--- config.mk ---
export PLATFORM = sky130hd
export DESIGN_NAME = timer_ctrl
export DESIGN_NICKNAME = d
export VERILOG_FILES = /design/src/rtl/timer_ctrl.sv
export SDC_FILE = /design/constraint.sdc
export NUM_CORES = 1
export LEC_CHECK = 0
export CORE_UTILIZATION = 44
export DETAILED_ROUTE_END_ITERATION = 6
export GPL_ROUTABILITY_DRIVEN = 0
export GPL_TIMING_DRIVEN = 0
export PLACE_DENSITY = 0.74
export SYNTH_ARGS = -nofsm -noshare
export SYNTH_HDL_FRONTEND = slang
export SYNTH_SLANG_ARGS = --single-unit
--- constraint.sdc ---
create_clock -name clk -period 1.9 [get_ports clk]
set_clock_uncertainty 0.05 [all_clocks]
set_input_delay 0.19 -clock clk [delete_from_list [all_inputs] [get_ports clk]]
set_output_delay 0.19 -clock clk [all_outputs]
set_load 0.01 [all_outputs]
--- src/rtl/timer_ctrl.sv ---
// -----------------------------------------------------------------------------
// timer_ctrl
//   Programmable timer controller: sequences a W-bit up-counter with
//   start / stop / hold control, one-shot or auto-reload operation and a
//   registered one-cycle terminal-count strobe.
//
//   The counter runs 0..period_r. In one-shot mode it parks in DONE with
//   count == period_r. In auto-reload mode it wraps to 0 and keeps running.
//
//   Optional build macro: TIMER_PRESCALE_EN
//     When defined, adds input prescale[7:0] and an 8-bit prescale counter.
//     Each count step then takes prescale+1 RUN cycles.
//     When undefined, the count steps on every RUN cycle.
// -----------------------------------------------------------------------------
module timer_ctrl #(
    parameter int W = 8
) (
    input  logic         clk,
    input  logic         res,
    input  logic         cfg_load,
    input  logic [W-1:0] cfg_period,
    input  logic         cfg_auto,
    input  logic         start,
    input  logic         stop,
    input  logic         hold,
`ifdef TIMER_PRESCALE_EN
    input  logic [7:0]   prescale,
`endif
    output logic [W-1:0] count,
    output logic         tc_pulse,
    output logic         busy,
    output logic         done
);

    // State encoding
    localparam logic [1:0] ST_IDLE = 2'd0;
    localparam logic [1:0] ST_RUN  = 2'd1;
    localparam logic [1:0] ST_HOLD = 2'd2;
    localparam logic [1:0] ST_DONE = 2'd3;

    localparam logic [W-1:0] ZERO_W = {W{1'b0}};
    localparam logic [W-1:0] ONE_W  = {{(W-1){1'b0}}, 1'b1};

    // Registered state
    logic [1:0]   state_r;
    logic [W-1:0] count_r;
    logic         tc_r;
    logic [W-1:0] period_r;
    logic         auto_r;
    logic         busy_r;
    logic         done_r;
    logic [7:0]   psc_r;

    // Next-state values
    logic [1:0]   state_nxt_s;
    logic [W-1:0] count_nxt_s;
    logic         tc_nxt_s;
    logic [W-1:0] period_nxt_s;
    logic         auto_nxt_s;
    logic [7:0]   psc_nxt_s;

    // Step enable and prescaler helpers
    logic         tick_s;
    logic         at_tc_s;
    logic         cfg_open_s;

    // Terminal value reached by the current count
    assign at_tc_s = (count_r == period_r);

    // Configuration is only writable while the timer is not busy
    assign cfg_open_s = (state_r == ST_IDLE) || (state_r == ST_DONE);

`ifdef TIMER_PRESCALE_EN
    // A count step is allowed when the prescale counter matches the live divisor
    always_comb begin
        tick_s = (psc_r == prescale);
    end
`else
    // Without a prescaler every RUN cycle is a count step
    always_comb begin
        tick_s = 1'b1;
    end
`endif

    // Configuration register next values
    always_comb begin
        period_nxt_s = period_r;
        auto_nxt_s   = auto_r;
        if (cfg_load && cfg_open_s) begin
            period_nxt_s = cfg_period;
            auto_nxt_s   = cfg_auto;
        end else begin
            period_nxt_s = period_r;
            auto_nxt_s   = auto_r;
        end
    end

    // Control FSM: priority stop > start > hold > counting
    always_comb begin
        state_nxt_s = state_r;
        count_nxt_s = count_r;
        tc_nxt_s    = 1'b0;
        psc_nxt_s   = psc_r;
        case (state_r)
            ST_IDLE: begin
                if (stop) begin
                    // Stop in IDLE has no effect; keep the parked values
                    state_nxt_s = ST_IDLE;
                end else if (start) begin
                    state_nxt_s = ST_RUN;
                    count_nxt_s = ZERO_W;
                    psc_nxt_s   = 8'd0;
                end else begin
                    state_nxt_s = ST_IDLE;
                end
            end
            ST_RUN: begin
                if (stop) begin
                    state_nxt_s = ST_IDLE;
                    count_nxt_s = ZERO_W;
                    psc_nxt_s   = 8'd0;
                end else if (start) begin
                    // Restart overrides hold on the same edge
                    state_nxt_s = ST_RUN;
                    count_nxt_s = ZERO_W;
                    psc_nxt_s   = 8'd0;
                end else if (hold) begin
                    // Freeze; no terminal check on the entering cycle
                    state_nxt_s = ST_HOLD;
                end else if (tick_s) begin
                    psc_nxt_s = 8'd0;
                    if (at_tc_s) begin
                        tc_nxt_s = 1'b1;
                        if (auto_r) begin
                            state_nxt_s = ST_RUN;
                            count_nxt_s = ZERO_W;
                        end else begin
                            // One-shot parks with count == period_r
                            state_nxt_s = ST_DONE;
                        end
                    end else begin
                        count_nxt_s = count_r + ONE_W;
                    end
                end else begin
                    // Waiting for the prescaler to reach its divisor
                    psc_nxt_s = psc_r + 8'd1;
                end
            end
            ST_HOLD: begin
                if (stop) begin
                    state_nxt_s = ST_IDLE;
                    count_nxt_s = ZERO_W;
                    psc_nxt_s   = 8'd0;
                end else if (start) begin
                    state_nxt_s = ST_RUN;
                    count_nxt_s = ZERO_W;
                    psc_nxt_s   = 8'd0;
                end else if (!hold) begin
                    // Resume; count is unchanged on the release cycle
                    state_nxt_s = ST_RUN;
                end else begin
                    state_nxt_s = ST_HOLD;
                end
            end
            ST_DONE: begin
                if (stop) begin
                    state_nxt_s = ST_IDLE;
                    count_nxt_s = ZERO_W;
                    psc_nxt_s   = 8'd0;
                end else if (start) begin
                    state_nxt_s = ST_RUN;
                    count_nxt_s = ZERO_W;
                    psc_nxt_s   = 8'd0;
                end else begin
                    state_nxt_s = ST_DONE;
                end
            end
            default: begin
                // Unreachable encoding: fall back to a safe parked state
                state_nxt_s = ST_IDLE;
                count_nxt_s = ZERO_W;
                psc_nxt_s   = 8'd0;
            end
        endcase
    end

    // State, datapath and configuration registers with synchronous reset
    always_ff @(posedge clk) begin
        if (res) begin
            state_r  <= ST_IDLE;
            count_r  <= ZERO_W;
            tc_r     <= 1'b0;
            period_r <= ZERO_W;
            auto_r   <= 1'b0;
            psc_r    <= 8'd0;
        end else begin
            state_r  <= state_nxt_s;
            count_r  <= count_nxt_s;
            tc_r     <= tc_nxt_s;
            period_r <= period_nxt_s;
            auto_r   <= auto_nxt_s;
            psc_r    <= psc_nxt_s;
        end
    end

    // Status flags registered alongside the state so they track it glitch-free
    always_ff @(posedge clk) begin
        if (res) begin
            busy_r <= 1'b0;
            done_r <= 1'b0;
        end else begin
            busy_r <= (state_nxt_s == ST_RUN) || (state_nxt_s == ST_HOLD);
            done_r <= (state_nxt_s == ST_DONE);
        end
    end

    assign count    = count_r;
    assign tc_pulse = tc_r;
    assign busy     = busy_r;
    assign done     = done_r;

endmodule

* Word-level counts from Yosys, hierarchy flattened
Cells that the tools add are included.
Word-level totals: input bits 15, register bits 22, logic and storage cells 49, output and inout bits 11
Cells by class: eq/ne operators 10, reduce and logical (&&, ||, !) cells 7, mux-type cells 23, $add $sub $neg 1, bitwise logic cells 1
Operators with widths (count):
- $mux W8 | 8
- $pmux W8 S3 | 1
- $mux W2 | 10
- $add A8 B1 Y8 const B | 1
- $eq A2 B2 Y1 const B | 4
- $eq A8 B8 Y1 | 1
- $pmux W2 S4 | 1
- $ne A5 B5 Y1 const B | 1
- $reduce_or A5 Y1 | 1
- $eq A2 B1 Y1 const B | 2
- $ne A4 B4 Y1 const B | 1
- $mux W1 | 3
- $reduce_and A3 Y1 | 1
- $logic_not A2 Y1 | 1
- $logic_or A1 B1 Y1 | 2
- $ne A2 B2 Y1 const B | 1
- $reduce_or A2 Y1 | 1
- $logic_and A1 B1 Y1 | 1
- $not A1 Y1 | 1

* Longest topological paths before layout
Gate-level depths: netlist of run 1.
word-level depth 8, mapped depth 7

* Worst setup path after synthesis of run 1
OpenSTA, ideal clock, no wires.
kind register -> register, start point reg count_r[7] (netlist: count[7]), end point reg busy_r (netlist: busy), period minus slack after synthesis 1.980 ns, path buffers 0, library setup time 0.114 ns, stages on the path, launching flop included 8, data required time 1.736 ns, path slack -0.080 ns, arrival 1.816 ns, cell sequence dfxtp_1 > xor2_1 > nor4_2 > nand3_1 > mux2_2 > a21oi_1 > ha_1 > nor2b_1
On the way: longest elaborated chain between the ends 8, elaborated cells between the ends (all ways) 9, those cells by class 3 x eq/ne; 5 x mux; 1 x reduce/logical
Ends and longest elaborated chain:
- start: declaration | line 46 | logic [W-1:0] count_r;
- start signal: assignment | line 198 | count_r <= count_nxt_s;
- $eq A8 B8 Y1 * | line 68 | assign at_tc_s = (count_r == period_r);
- $mux W2 * | line 132 | if (at_tc_s) begin
- $mux W2 * | line 127 | end else if (hold) begin
- $mux W2 * | line 122 | end else if (start) begin
- $mux W2 * | line 118 | if (stop) begin
- $pmux W2 S4 * | line 104 | case (state_r)
- via state_nxt_s[1] | line 55 | logic [1:0] state_nxt_s;
- $eq A2 B1 Y1 or $eq A2 B2 Y1 (tied branches) | line 212 | busy_r <= (state_nxt_s == ST_RUN) || (state_nxt_s == ST_HOLD);
- $logic_or A1 B1 Y1 * | line 212
- end signal: assignment | line 212
- end: declaration | line 50 | logic busy_r;
The timed path passes the listed nets; every way through them passes the cells marked *. A chain may end at the register's enable or synchronous reset.

* Final worst setup path of run 1
start point reg count_r[5] (netlist: count[5]), end point reg busy_r (netlist: busy)
The elaborated chain is that of the path after synthesis.

==> results.cfg, run 1 <==
[sta]
fin_crit_sh_pct = 110
hold-worst-slack_ps = 350
unrepaired_setup_endpoints_after_global_routing = true
final-hold-violation-count = 0
finalSetupViolations = 7
clock.fmax_mhz = 479
final_critical_path_setup_slack_ps = -186
final.min_clock_period_ps = 2090
max_slew.worst_pin.slew_ps = 526
report.final.slew_viol_count = 0
timing.slew.headroom_pct = 64.6

[global_route]
grt_antenna_before_repair = 0
grt_max_degree = 14
grt_util_all_layers_pct = 19.5
grt_pass1_vias = 941
globalRouteOverflowTotal = 0
grt_pass1_wl_microns = 4080

[power_and_ir_drop]
switching_fraction_pct = 23.7
seqPwrFrac_pct = 48.0
leakagePower_nw = 0.683
vdd_drop_max_v = 0.000420
power.density_cell_area_nw_per_um2 = 620
clkPwrFrac_pct = 36.4
power_frac_comb_pct = 15.6
p_switching_mw = 0.238
p_int_mw = 0.766

[cts]
cts_max_path_buffers = 2
tritoncts = built
cts_made_buffers = 3
clkLatencyLatePin_ps = 320
ctsRootBufferMaster = sky130_fd_sc_hd__clkbuf_4
clock_slew_seen_by_the_registers_of_the_worst_setup_and_hold_paths_ps = 140
cts.sinks = 22
cts-htree-levels = 1

[finish]
fillers = 214
layout-drive-gt1-share_pct = 17.8
insertedDiodeCount = 0
areaGrowthSynthToFinish_pct = 39.3
final_cell_count_no_fill = 204
layout.nets = 197

[drt]
vias = 1122
drtIter0Drc = 33
ant_nets = 0
postRouteWirelength_microns = 2760
drt-vias-per-instance = 5.50
detail_route.drc_violations = 0
detail_route.wl_per_cell_microns = 13.5
dr.pass1.iters = 4

[critical_path]
crit_path_dat_ps = 2240
crit_path_end_kind = flop
critPathTopFamily = simple AND/OR/NAND/NOR gates
timing.critical_path.depth = 7
worst_ep_required_time_ps = 2060
setup.worst_path.start_class = flop
path_max_fanout = 7
critical_path.cell_chain = xor2_1 > nor2_1 > nand3_2 > mux2_4 > a21oi_2 > ha_1 > nor2b_1
timing.rr.end = busy$_SDFF_PP0_
worst-r2r-setup-slack_ps = -190
crit-reg2reg-launch = count[5]$_SDFFE_PP0P_
critical_path_class = flop to flop
slowest_delay_ps = 500
cp_startpoint = count[5]$_SDFFE_PP0P_
timing.reg2reg.worst_path_depth = 7
cp.buffers_inverters = 0
cp-endpoint = busy$_SDFF_PP0_
cp_slowest_cell = sky130_fd_sc_hd__dfxtp_1

[logic_synthesis]
ys.flop_type = sky130_fd_sc_hd__dfxtp_1
synth_compound_gate_area_share_pct = 17.1
netlist.area_leader.share_pct = 37.9
mappedNetlistArea_sq_um = 1160
synth-xor-area-share_pct = 6.03
ys_top_cells_by_count = sky130_fd_sc_hd__nand2_1, sky130_fd_sc_hd__dfxtp_1, sky130_fd_sc_hd__a21oi_1, sky130_fd_sc_hd__nor3_1, sky130_fd_sc_hd__xor2_1
asyncSetResetFlopFracSynth_pct = 0
post_synth_num_cell_types = 31
synth.net_count = 160
synth-simple-area-share_pct = 27.2
avgSynthCellArea_sq_um = 8.42
synth_seq_cells = 22
synth_warnings = 0
combinational_family_with_the_most_area_after_synthesis = simple AND/OR/NAND/NOR gates
synth_sequential_area_ratio_pct = 37.9
most_area_consuming_cells_after_synthesis = sky130_fd_sc_hd__dfxtp_1, sky130_fd_sc_hd__nand2_1, sky130_fd_sc_hd__ha_1, sky130_fd_sc_hd__a21oi_1, sky130_fd_sc_hd__xor2_1
yosys.area_share.adder_pct = 7.53
synth_cells = 138
synth-edff-count = 0
cell_type_with_the_largest_total_area_after_synthesis = sky130_fd_sc_hd__dfxtp_1
synth_most_common_cell = sky130_fd_sc_hd__nand2_1
yosys-mux-area-fraction_pct = 1.94

[floorplan]
floorplan.io_pins = 26
dieArea_sq_um = 2850
start_util_pct = 46.9
die_h_microns = 53.4
rows = 18
die-width_microns = 53.4
core-area_sq_um = 2480

[outcome]
violations = setup timing
run_status = finished with violations

[min_path]
hold_path_class = primary input to flop
min_from = cfg_period[6]

[place]
dp_hpwl_microns = 1820
i_o_buffers = 25
dp_cells = 193

[flow_run]
cap_viol_max_count = 0
[what timing repair did]
action	CTS	global route
setup buffers	5	2
gates cloned	0	0
hold buffers	0	0
gates resized for setup	6	6
pin swaps	5	4
setup endpoints to repair	10	11
[area by class of cell]
type,count,area (sq um),share of cell area (%)
inverter,4,15.0,0.927
sequential,22,457,28.2
clock buffer,3,22.5,1.39
timing repair buffer,32,303,18.7
buffer,3,11.3,0.696
multi-input combinational,109,743,45.9
tap,30,37.5,2.32
clock inverter,1,30.0,1.85
[kinds of logic after synthesis]
group | count (synthesis)
mux | 2
compound gates | 29
fa+ha+maj | 7
simple gates | 63
buf+inv | 7
flops | 22
xor+xnor | 8
[metrics by stage]
step	utilization (%)	power, mW	worst slack [ps]	area [sq um]	setup TNS, ps
6_report	65.4	1.00	-186	1620	-373
5_1_grt	65.4	1.04	-257	1620	-1040
4_1_cts	63.3	0.989	-152	1570	-172
3_5_place_dp	59.1	0.622	-219	1460	-1030
3_3_place_gp	59.1	0.618	-206	1460	-818
2_1_floorplan	-	0.569	-50.2	1180	-50.2
[layout by cell type, fill, tap and decap left out, drive strengths merged]
cell type / count
clkdlybuf4s50: 25
nand2: 24
dfxtp: 22
a21oi: 15
xor2: 8
nor3: 8
nor2: 7
ha: 7
buf: 7
clkbuf: 6
nand2b: 5
inv: 4
nor2b: 4
or2: 3
a21o: 3
nor4: 3
nand3: 3
a221o: 3
a211o: 2
mux2: 2
and3: 2
a2111oi: 1
or3: 1
o21ai: 1
a22oi: 1
nand3b: 1
a311o: 1
a211oi: 1
and2: 1
or2b: 1
a22o: 1
bufinv: 1
[flip-flops by register name, indices dropped and copies added, names as in the netlist]
signal    cells
count         8
period_r      8
state_r       2
auto_r        1
busy          1
done          1
tc_pulse      1
[routing by layer]
metal / part of all wire (%) / track usage (%) / vias up
met1: 43 / 24.2 / 501
met5: 0 / 0 / -
li1: - / - / 551
met4: 1.9 / 5.26 / 0
met3: 7.7 / 2.59 / 7
met2: 48 / 34.6 / 63
[power by group through the flow]
stage	clock (mW)	combinational [mW]	sequential (mW)
5_1_grt	0.389	0.171	0.483
4_1_cts	0.370	0.138	0.481
6_report	0.366	0.157	0.481
3_5_place_dp	0	0.128	0.494
3_3_place_gp	0	0.125	0.493
2_1_floorplan	0	0.0771	0.491
[worst register-to-register path: stages (launching register included)]
cell	delay (ps)
sky130_fd_sc_hd__dfxtp_1	500
sky130_fd_sc_hd__xor2_1	110
sky130_fd_sc_hd__nor2_1	250
sky130_fd_sc_hd__nand3_2	200
sky130_fd_sc_hd__mux2_4	350
sky130_fd_sc_hd__a21oi_2	150
sky130_fd_sc_hd__ha_1	240
sky130_fd_sc_hd__nor2b_1	120
[worst min path at each step]
| stage | endpoint | slack (ps) | depth (start not counted) |
|---|---|---|---|
| final | period_r[6]$_SDFFE_PP0P_ | 350 | 3 |
| after floorplan | busy$_SDFF_PP0_ | 210 | 1 |
| after global routing | period_r[5]$_SDFFE_PP0P_ | 370 | 3 |
| after detailed placement | period_r[7]$_SDFFE_PP0P_ | 420 | 2 |
| after global placement | period_r[7]$_SDFFE_PP0P_ | 410 | 2 |
| after CTS | period_r[6]$_SDFFE_PP0P_ | 360 | 3 |
Power figures use the tool's default switching activity.
==> run 2, diff against run 1 <==
Settings changed: SETUP_SLACK_MARGIN set to 0.02, SKIP_CTS_REPAIR_TIMING set to 1.
==> run 2 against run 1 <==
Compared with the run above: the flow still finishes with violations (setup timing); wire length decreased by 4.3%; setup slack got worse by 30 ps; critical endpoint unchanged; die area unchanged; highest routed layer unchanged; clock power decreased by 2%; flip-flop and latch count unchanged; sequential share of layout area increased by 0.064 points; register-to-register slack got worse by 30 ps.
==> results.cfg, run 2 (synthesis results as in run 1) <==
[cts]
tritoncts = built
cts_max_path_buffers = 2
cts_made_buffers = 3
ctsRootBufferMaster = sky130_fd_sc_hd__clkbuf_4
clock_slew_seen_by_the_registers_of_the_worst_setup_and_hold_paths_ps = 130
cts.sinks = 22
cts-htree-levels = 1
clkLatencyLatePin_ps = 320

[critical_path]
slowest_delay_ps = 360
crit-reg2reg-launch = period_r[7]$_SDFFE_PP0P_
critical_path_class = flop to flop
cp.buffers_inverters = 0
critical_path.cell_chain = xor2_2 > nor4_4 > nand3_2 > mux2_4 > a21oi_2 > ha_1 > nor2b_1
path_max_fanout = 3
crit_path_dat_ps = 2270
timing.critical_path.depth = 7
worst_ep_required_time_ps = 2060
timing.reg2reg.worst_path_depth = 7
crit_path_end_kind = flop
critPathTopFamily = simple AND/OR/NAND/NOR gates
timing.rr.end = busy$_SDFF_PP0_
worst-r2r-setup-slack_ps = -220
setup.worst_path.start_class = flop
cp_slowest_cell = sky130_fd_sc_hd__dfxtp_2

[sta]
fin_crit_sh_pct = 111
final_critical_path_setup_slack_ps = -216
timing.slew.headroom_pct = 64.4
final-hold-violation-count = 0
report.final.slew_viol_count = 0
finalSetupViolations = 4
final.min_clock_period_ps = 2120
unrepaired_setup_endpoints_after_global_routing = true
max_slew.worst_pin.slew_ps = 529
clock.fmax_mhz = 473

[min_path]
min_from = cfg_period[6]
hold_path_class = primary input to flop
timing.hold.worst_path_depth = 3
worst_hold_path.endpoint = period_r[6]$_SDFFE_PP0P_

[finish]
layout.nets = 195
final_common_cell = sky130_fd_sc_hd__clkdlybuf4s50_1
areaGrowthSynthToFinish_pct = 38.2
postLayoutCellArea_sq_um = 1610
insertedDiodeCount = 0
layout-drive-gt1-share_pct = 17.4
leading_cell_types_in_the_layout_fill_and_taps_excluded = sky130_fd_sc_hd__clkdlybuf4s50_1, sky130_fd_sc_hd__nand2_1, sky130_fd_sc_hd__dfxtp_1
final_cell_count_no_fill = 202

[floorplan]
die-width_microns = 53.4
rows = 18
start_util_pct = 46.9
dieArea_sq_um = 2850
floorplan.io_pins = 26
die_h_microns = 53.4
core-area_sq_um = 2480

[outcome]
run_status = finished with violations
violations = setup timing

[global_route]
grt_pass1_wl_microns = 3970
grt_util_all_layers_pct = 18.8
grt_antenna_before_repair = 0
grt_pass1_vias = 924
globalRouteOverflowTotal = 0
grt_max_degree = 14

[power_and_ir_drop]
leakagePower_nw = 0.673
power.density_cell_area_nw_per_um2 = 619
vdd_drop_max_v = 0.000418
power_mw = 0.994

[place]
dp_hpwl_microns = 1820
dp_worst_setup_slack_ps = -219
dp_cells = 193
placed_cell_area_sq_um = 1460
i_o_buffers = 25

[flow_run]
cap_viol_max_count = 0

[drt]
ant_nets = 0
dr.pass1.iters = 4
drtIter0Drc = 45
detail_route.drc_violations = 0
vias = 1092
detail_route.wl_per_cell_microns = 13.1
postRouteWirelength_microns = 2640
drt-vias-per-instance = 5.41
==> run 2: worst reg2reg max path: stages (launching register included) <==
cell and delay, ps:
sky130_fd_sc_hd__dfxtp_2 360, sky130_fd_sc_hd__xor2_2 180, sky130_fd_sc_hd__nor4_4 350, sky130_fd_sc_hd__nand3_2 200, sky130_fd_sc_hd__mux2_4 350, sky130_fd_sc_hd__a21oi_2 160
sky130_fd_sc_hd__ha_1 240, sky130_fd_sc_hd__nor2b_1 120
==> run 2: metal layers <==
metal  up-vias  track usage [%]  wire length (microns)
met1       495             24.2                   1210
met4         0             5.26                     25
met5         -                0                      0
met3         5             2.59                    145
met2        44             31.9                   1250
li1        548                -                      -
==> run 2: how the worst max path moves through the flow <==
stage | start | endpoint | slack [ps]
finish | period_r[7]$_SDFFE_PP0P_ | busy$_SDFF_PP0_ | -220
global route | period_r[7]$_SDFFE_PP0P_ | busy$_SDFF_PP0_ | -280
CTS | count[0]$_SDFFE_PP0P_ | busy$_SDFF_PP0_ | -260
detailed placement | count[0]$_SDFFE_PP0P_ | busy$_SDFF_PP0_ | -220
global placement | count[0]$_SDFFE_PP0P_ | busy$_SDFF_PP0_ | -210
floorplan | count[0]$_SDFFE_PP0P_ | busy$_SDFF_PP0_ | -50
==> run 2: layout make-up <==
type	count	area (sq um)
repair buffers	30	288
multi-input cells	109	748
inverters	4	15.0
well taps	30	37.5
clock buffers	3	22.5
flip-flops and latches	22	454
plain buffers	3	11.3
clock inverters	1	30.0
fillers	215	871
==> run 2: metrics by stage <==
step / setup TNS (ps) / hold slack (ps) / util (%)
floorplan: -50.2 / 212 / -
global placement: -818 / 410 / 59.1
detailed placement: -1030 / 415 / 59.1
CTS: -916 / 358 / 61.2
global route: -1030 / 365 / 64.8
finish: -314 / 356 / 64.8
==> run 2: report_power, final <==
group / switching, mW / total (mW) / internal, mW
Combinational: 0.0739 / 0.151 / 0.0773
Clock: 0.147 / 0.360 / 0.213
Sequential: 0.0102 / 0.483 / 0.472
Total: 0.231 / 0.994 / 0.763
==> run 3, diff against run 2 <==
Settings changed: CORE_ASPECT_RATIO set to 1.5.
==> run 3 against run 2 <==
Compared with the run above: the flow finishes with violations (DRC, setup timing); sequential power shrank 0.8%; non-clock buffer count shrank 1; combinational power is essentially flat; critical endpoint unchanged; first-iteration DRC count shrank 51%; die area grew 0.16%; cell count shrank 3.5%; setup slack gained 59 ps; power grew 0.93%; wire length shrank 5.6%; via count shrank 2.1%; flip-flop and latch count is the same.
==> results.cfg, run 3 (synthesis results as in run 1) <==
[finish]
insertedDiodeCount = 0
postLayoutCellArea_sq_um = 1640
areaGrowthSynthToFinish_pct = 41.1
final_common_cell = sky130_fd_sc_hd__clkdlybuf4s50_1
layout-drive-gt1-share_pct = 24.6
fillers = 193
leading_cell_types_in_the_layout_fill_and_taps_excluded = sky130_fd_sc_hd__clkdlybuf4s50_1, sky130_fd_sc_hd__nand2_1, sky130_fd_sc_hd__a21oi_1
layout.nets = 194
final_core_utilization_pct = 66.2

[place]
dp_worst_setup_slack_ps = -208
i_o_buffers = 25
dp_hpwl_microns = 1760
placed_cell_area_sq_um = 1460

[floorplan]
core-area_sq_um = 2480
dieArea_sq_um = 2860
die_h_microns = 65.0
floorplan.io_pins = 26
rows = 22
start_util_pct = 46.9
die-width_microns = 44.0

[global_route]
grt_antenna_before_repair = 0
grt_max_degree = 14
grt_util_all_layers_pct = 18.6
grt_pass1_vias = 934
globalRouteOverflowTotal = 0
grt_pass1_wl_microns = 4020

[drt]
routedLengthMet1_microns = 1130
dr.pass1.iters = 6
postRouteWirelength_microns = 2490
vias = 1069
dr_wl_met2_microns = 1210
ant_nets = 0
met3_wire_len_microns = 70
detail_route.drc_violations = 3
drtIter0Drc = 22
drt-vias-per-instance = 5.48
highest_signal_layer = met4
detail_route.wl_per_cell_microns = 12.8

[critical_path]
cp.buffers_inverters = 1
setup.worst_path.start_class = flop
slowest_delay_ps = 390
worst_ep_required_time_ps = 2070
crit_path_dat_ps = 2230
critPathTopFamily = simple AND/OR/NAND/NOR gates
critical_path_class = flop to flop
path_max_fanout = 4
cp_slowest_cell = sky130_fd_sc_hd__dfxtp_4
crit_path_end_kind = flop
critical_path.cell_chain = xor2_2 > nor4_2 > buf_4 > nand3_4 > mux2_4 > a21oi_2 > ha_1 > nor2b_1

[power_and_ir_drop]
seqPwrFrac_pct = 47.7
leakagePower_nw = 0.670
power.density_cell_area_nw_per_um2 = 612
p_int_mw = 0.761
switching_fraction_pct = 24.1
p_switching_mw = 0.242
clkPwrFrac_pct = 36.9
power_frac_comb_pct = 15.3
vdd_drop_max_v = 0.000412

[outcome]
violations = DRC, setup timing
run_status = finished with violations

[cts]
clkLatencyLatePin_ps = 320
ctsRootBufferMaster = sky130_fd_sc_hd__clkbuf_4
cts_max_path_buffers = 2
tritoncts = built
cts_made_buffers = 3
cts-htree-levels = 1
clock_slew_seen_by_the_registers_of_the_worst_setup_and_hold_paths_ps = 130
cts.sinks = 22

[sta]
unrepaired_setup_endpoints_after_global_routing = true
fin_crit_sh_pct = 108
final-hold-violation-count = 0
final.min_clock_period_ps = 2060
timing.slew.headroom_pct = 65.2
report.final.slew_viol_count = 0
clock.fmax_mhz = 486
finalSetupViolations = 2
max_slew.worst_pin.slew_ps = 517
final_critical_path_setup_slack_ps = -157

[flow_run]
cap_viol_max_count = 0

[min_path]
hold_path_class = primary input to flop
-- run 3: changes by cell type in the layout (fill, tap and decap cells not counted), sizes merged --
cell	previous run	this run
buf	5	4
-- run 3: worst min-delay path, stage by stage --
cell and delay, ps:
sky130_fd_sc_hd__clkdlybuf4s50_1 390, sky130_fd_sc_hd__nand2_1 50, sky130_fd_sc_hd__a21oi_1 50
-- run 3: worst paths after layout --
check                                               from                  endpoint  slack, ps  depth (start not counted)
worst min-delay path                       cfg_period[1]  period_r[1]$_SDFFE_PP0P_        330                          3
worst max register to register     count[7]$_SDFFE_PP0P_           busy$_SDFF_PP0_       -160                          8
worst max-delay path               count[7]$_SDFFE_PP0P_           busy$_SDFF_PP0_       -160                          8
worst min register to register  period_r[3]$_SDFFE_PP0P_  period_r[3]$_SDFFE_PP0P_        430                          2
-- run 3: layout make-up --
class	instances	area (sq um)	area share, %
buffer	3	11.3	0.687
clock buffer	3	22.5	1.37
clock inverter	1	30.0	1.83
inverter	4	15.0	0.915
multi-input combinational	109	779	47.5
sequential	22	472	28.8
tap	24	30.0	1.83
timing repair buffer	29	280	17.1
-- run 3: layer usage --
layer,vias to the layer above,global-route usage (%)
li1,548,-
met1,487,22.8
met2,27,31.0
met3,7,1.67
met4,0,10.2
met5,-,0
-- run 3: power groups by stage --
stage | Sequential, mW | Combinational (mW) | Clock [mW]
6_report | 0.479 | 0.154 | 0.371
5_1_grt | 0.481 | 0.168 | 0.401
4_1_cts | 0.483 | 0.128 | 0.375
3_5_place_dp | 0.493 | 0.128 | 0
3_3_place_gp | 0.492 | 0.126 | 0
2_1_floorplan | 0.491 | 0.0771 | 0
-- run 3: metrics by stage --
stage               total power [mW]  cells  TNS, ps  hold slack [ps]
detailed placement             0.621    187    -1080              411
global route                    1.05    195     -591              335
finish                          1.00    195     -159              335
floorplan                      0.569    138    -50.2              212
global placement               0.619    187     -896              408
CTS                            0.986    191     -646              340
